<file path="src/rtl/uart_resp_arb.sv">
// uart_resp_arb: round-robin arbiter sharing one UART transmit path
// (trmt/resp/tx_done) among NUM_REQ byte-response requesters.
// The winner's byte is captured and a one-cycle trmt is issued. The arbiter
// then waits for a rising edge of tx_done and acknowledges the winner with done.
// Optional feature macro: UART_RESP_ARB_TIMEOUT_EN (WAIT abort after
// TIMEOUT_CYC cycles, reported on err). Default build: no timeout, err = 0.
module uart_resp_arb #(
  parameter int unsigned NUM_REQ = 4
`ifdef UART_RESP_ARB_TIMEOUT_EN
  , parameter logic [19:0] TIMEOUT_CYC = 20'd1000000
`endif
) (
  input  logic                   clk,
  input  logic                   rst_n,
  input  logic [NUM_REQ-1:0]     req,
  input  logic [8*NUM_REQ-1:0]   req_data,
  input  logic                   tx_done,
  output logic                   trmt,
  output logic [7:0]             resp,
  output logic [NUM_REQ-1:0]     gnt,
  output logic [NUM_REQ-1:0]     done,
  output logic [NUM_REQ-1:0]     err,
  output logic                   busy
);

  localparam int unsigned PW = (NUM_REQ > 1) ? $clog2(NUM_REQ) : 1;

  localparam logic [0:0] IDLE = 1'b0;
  localparam logic [0:0] WAIT = 1'b1;

  logic [0:0]         state;
  logic [PW-1:0]      rr_ptr;
  logic [PW-1:0]      cur;
  logic               tx_done_ff;
  logic               rise;
  logic               timeout_hit;

  logic               win_vld;
  logic [PW-1:0]      win_idx;
  logic [PW:0]        scan_idx;
  logic [PW-1:0]      next_ptr;
  logic [7:0]         win_byte;

  assign rise = tx_done & ~tx_done_ff;

  // Round-robin scan starting at rr_ptr; first requesting index wins.
  always_comb begin
    win_vld  = 1'b0;
    win_idx  = '0;
    scan_idx = '0;
    for (int unsigned k = 0; k < NUM_REQ; k++) begin
      scan_idx = {1'b0, rr_ptr} + (PW+1)'(k);
      if (scan_idx >= (PW+1)'(NUM_REQ))
        scan_idx = scan_idx - (PW+1)'(NUM_REQ);
      if (!win_vld && req[scan_idx[PW-1:0]]) begin
        win_vld = 1'b1;
        win_idx = scan_idx[PW-1:0];
      end
    end
  end

  assign next_ptr = (win_idx == PW'(NUM_REQ - 1)) ? '0 : win_idx + PW'(1);
  assign win_byte = req_data[{win_idx, 3'b000} +: 8];

  // Track tx_done one cycle back so only a genuine rising edge completes WAIT.
  always_ff @(posedge clk or negedge rst_n) begin
    if (!rst_n) tx_done_ff <= 1'b1;
    else        tx_done_ff <= tx_done;
  end

`ifdef UART_RESP_ARB_TIMEOUT_EN
  logic [19:0] wait_cnt;

  // Count WAIT cycles; held at zero outside WAIT so every WAIT entry starts fresh.
  always_ff @(posedge clk or negedge rst_n) begin
    if (!rst_n)             wait_cnt <= '0;
    else if (state == IDLE) wait_cnt <= '0;
    else                    wait_cnt <= wait_cnt + 20'd1;
  end

  // A rising tx_done in the same cycle takes precedence over the abort.
  assign timeout_hit = (state == WAIT) && !rise && (wait_cnt == TIMEOUT_CYC - 20'd1);

  // One-cycle error pulse for the requester whose transfer was aborted.
  always_ff @(posedge clk or negedge rst_n) begin
    if (!rst_n)           err <= '0;
    else if (timeout_hit) err <= NUM_REQ'(1) << cur;
    else                  err <= '0;
  end
`else
  assign timeout_hit = 1'b0;
  assign err         = '0;
`endif

  // Arbitration/transfer FSM with registered pulse outputs.
  always_ff @(posedge clk or negedge rst_n) begin
    if (!rst_n) begin
      state  <= IDLE;
      rr_ptr <= '0;
      cur    <= '0;
      trmt   <= 1'b0;
      resp   <= 8'h00;
      gnt    <= '0;
      done   <= '0;
      busy   <= 1'b0;
    end else begin
      trmt <= 1'b0;
      gnt  <= '0;
      done <= '0;
      case (state)
        IDLE: begin
          if (win_vld) begin
            resp   <= win_byte;
            trmt   <= 1'b1;
            gnt    <= NUM_REQ'(1) << win_idx;
            cur    <= win_idx;
            rr_ptr <= next_ptr;
            busy   <= 1'b1;
            state  <= WAIT;
          end
        end
        WAIT: begin
          if (rise) begin
            done  <= NUM_REQ'(1) << cur;
            busy  <= 1'b0;
            state <= IDLE;
          end else if (timeout_hit) begin
            busy  <= 1'b0;
            state <= IDLE;
          end
        end
        default: begin
          busy  <= 1'b0;
          state <= IDLE;
        end
      endcase
    end
  end

endmodule

</file>
<file path="config.mk">
export PLATFORM = sky130hd
export DESIGN_NAME = uart_resp_arb
export DESIGN_NICKNAME = d
export VERILOG_FILES = /design/src/rtl/uart_resp_arb.sv
export SDC_FILE = /design/constraint.sdc
export NUM_CORES = 1
export LEC_CHECK = 0
export ABC_CLOCK_PERIOD_IN_PS = 2100
export BUFFER_PORTS_ARGS = -buffer_cell sky130_fd_sc_hd__buf_4
export CORE_ASPECT_RATIO = 1.5
export CORE_MARGIN = 8
export CORE_UTILIZATION = 40
export CTS_CLUSTER_SIZE = 24
export DETAILED_ROUTE_END_ITERATION = 16
export GPL_ROUTABILITY_DRIVEN = 0
export PLACE_DENSITY = 0.8
export SLEW_MARGIN = 5
export SYNTH_ARGS = -nofsm -noshare
export SYNTH_HDL_FRONTEND = slang
export SYNTH_SLANG_ARGS = --single-unit
</file>
<file path="constraint.sdc">
create_clock -name clk -period 2.1 [get_ports clk]
set_clock_uncertainty 0.1 [all_clocks]
set_input_delay 0.42 -clock clk [delete_from_list [all_inputs] [get_ports clk]]
set_output_delay 0.42 -clock clk [all_outputs]
set_load 0.01 [all_outputs]
</file>
==> results.ini <==
[run_status]
outcome = completed

[sta]
finalMaxSlewViolations = 0
fmax_mhz = 521
worstMarginPinSlew_ns = 0.633
finalCritPeriodShare = 0.914
hold_viol = 0
fin_crit_ns = 1.92
rsz0062_at_grt = false
setup_viol_count_final = 0
fin_setup_tns_ns = 0
relSlewSlack = 0.578

[final_layout]
fillerInstances = 289
final_layout_size_suffix_gt1_frac = 0.427
fin_nets = 226
syn_to_final_growth_pct = 36.9
insertedDiodeCount = 0
register_area_sq_um = 602
multiInputGateArea_sq_um = 663

[synth]
synth_commonest_cells = dfrtp_1 (23), nand2_1 (16)
synthCells = 128
async_reset_ff_frac = 1.00
synth_top_area_frac = 0.432
avgSynthCellArea_sq_um = 10.4
synth_top_area_cell = dfrtp_1
synth_area_sq_mm = 0.00133
ys_ff_latch = 24
synth_ff_type = dfrtp_1
synth_cell_type_count = 36
yosys_warnings = 0
synth_most_common_cell = dfrtp_1
synthTopCellsByArea = dfrtp_1 (43%), a21bo_2 (6.0%), mux2i_1 (6.0%)
synth_edf_count = 0
yosysSeqAreaShare = 0.452

[detailed_routing]
via_count = 1204
post_drt_wl_per_cell_microns = 17.3
drt_iter0_markers = 46
post_drt_via_cell_ratio = 5.35
top_layer = met4
routed_wirelength_microns = 3890
wl_met1_microns = 1450
drcViolationCount = 0
dr_wl_met2_microns = 2170
ant_nets = 0
route.met3.wl_microns = 215
drt_pre_antenna_iters = 4

[die]
pin_count = 61
die_width_microns = 63.1
die_area_sq_mm = 0.00547
die_y_microns = 86.7
start_util = 0.421
core.rowCount = 25
core_area_sq_mm = 0.00316

[clock_tree]
cts_num_sinks = 24
cts_buffer_depth = 2
clk_pin_slew_ns = 0.08
h-tree-depth = 1
ctsResizeCount = 0
cts_tree = done
numCtsBuffers = 3
clock_latency_ns = 0.26
root_buffer = clkbuf_8

[critical_path]
reg2regPathDepth = 7
reg2reg_from = rr_ptr[1]
critPathMaxFanout = 12
worst_r2r_endpoint = rr_ptr[1]
worstPathRequired_ns = 2.16
critPathLaunchType = flop
worst-setup-path-type = flop to flop
r2r_slack_ns = 0.18
critical_path_arrival_ns = 1.98
worst_setup_path_end_kind = flop

[pwr]
p_per_area_mw_per_mm2 = 966
vdd_ir_drop_max_v = 0.000472
p_total_w = 0.00176
power.leakage_nw = 0.902

[grt]
grt_max_degree = 25
antenna_found_initial = 0
grt_use_total = 0.143
grt_pass1_wl_microns = 6290
grt_overflow_total = 0
grt_pass1_vias = 1351

[flow_run]
cap_violations = 0

[placement]
place_hpwl_microns = 3020
io_buffers = 56

[min_path]
hold_end = tx_done_ff
hold_depth = 1
min_from = tx_done
hold_class = input pin to flop

-- cells by family (layout without fill, tap and decap cells) --
group / count (synthesis) / count (layout) / synth area share
DFF: 24 / 24 / 0.452
AOI/OAI and AO/OA: 35 / 35 / 0.218
buffers and inverters: 11 / 65 / 0.0583
adders and majority gates: 1 / 1 / 0.00940
muxes: 8 / 8 / 0.0602
other: 1 / 4 / 0.00282
and+or+nand+nor: 48 / 48 / 0.199
-- what timing repair did --
action | CTS | global route
endpoints found under the hold margin | 23 | 0
hold buffers | 1 | 0
buffers inserted | 0 | 0
-- critical path, stage by stage, from the launching register on --
cell	delay, ns
dfrtp_1	0.47
nor2b_2	0.21
o21ai_4	0.29
nand3_4	0.26
inv_2	0.15
ha_1	0.23
nand2_1	0.06
nand2_1	0.05
-- worst max-delay path by stage --
| stage | cells after the start | slack, ns | endpoint | from |
|---|---|---|---|---|
| 2_1_floorplan | 8 | 0.34 | rr_ptr[0] | rr_ptr[1] |
| 3_3_place_gp | 6 | 0.24 | resp[7] | req[3] |
| 3_5_place_dp | 8 | 0.17 | rr_ptr[1] | req[2] |
| 4_1_cts | 7 | 0.18 | rr_ptr[1] | rr_ptr[1] |
| 5_1_grt | 5 | 0.07 | resp[5] | rr_ptr[1] |
| 6_report | 7 | 0.18 | rr_ptr[1] | rr_ptr[1] |
-- final cells by class --
type,count,area share
Clock buffer,4,0.0302
Inverter,2,0.00412
Multi-Input combinational cell,96,0.364
Sequential cell,24,0.330
Tap cell,40,0.0275
Timing Repair Buffer,59,0.244
-- stage by stage --
step / setup slack (ns) / hold slack (ns) / utilization / cells / instance area [sq um]
after global routing: 0.0672 / 0.158 / 0.577 / 225 / 1820
after detailed placement: 0.170 / 0.236 / 0.556 / 220 / 1760
after CTS: 0.184 / 0.163 / 0.577 / 225 / 1820
after floorplan: 0.340 / 0.0244 / - / 131 / 1340
after global placement: 0.236 / 0.229 / 0.556 / 220 / 1760
final: 0.181 / 0.166 / 0.577 / 225 / 1820
-- per-layer routing --
| metal | GRT usage | vias to the layer above |
|---|---|---|
| met2 | 0.266 | 44 |
| met4 | 0.0771 | 0 |
| li1 | - | 576 |
| met1 | 0.143 | 580 |
| met5 | 0 | - |
| met3 | 0.0310 | 4 |
-- report_power, final --
part	internal (W)	leakage, nW	switching, W	total, W
clock network	0.000167	0.0288	0.000143	0.000310
logic	0.000364	0.568	0.000402	0.000766
registers	0.000586	0.305	0.0000987	0.000685
-- cells in the final DEF (no fill, tap or decap), types with 2 or more instances in the layout --
master,n
nand2_1,16
o31ai_1,8
and2_1,2
a21o_1,2
mux2i_1,8
nand4_1,8
nor2_1,7
clkbuf_8,4
conb_1,4
a21oi_1,2
nand2b_1,4
dfrtp_1,23
a21bo_2,8
o211ai_1,8
o21a_1,2
buf_4,58
nor3b_1,3
-- state kept, by name (all words and copies together) (netlist names) --
register    count
resp            8
done            4
gnt             4
cur             2
rr_ptr          2
busy            1
state           1
trmt            1
tx_done_ff      1
Note: power is estimated with default switching activity, not from simulation.
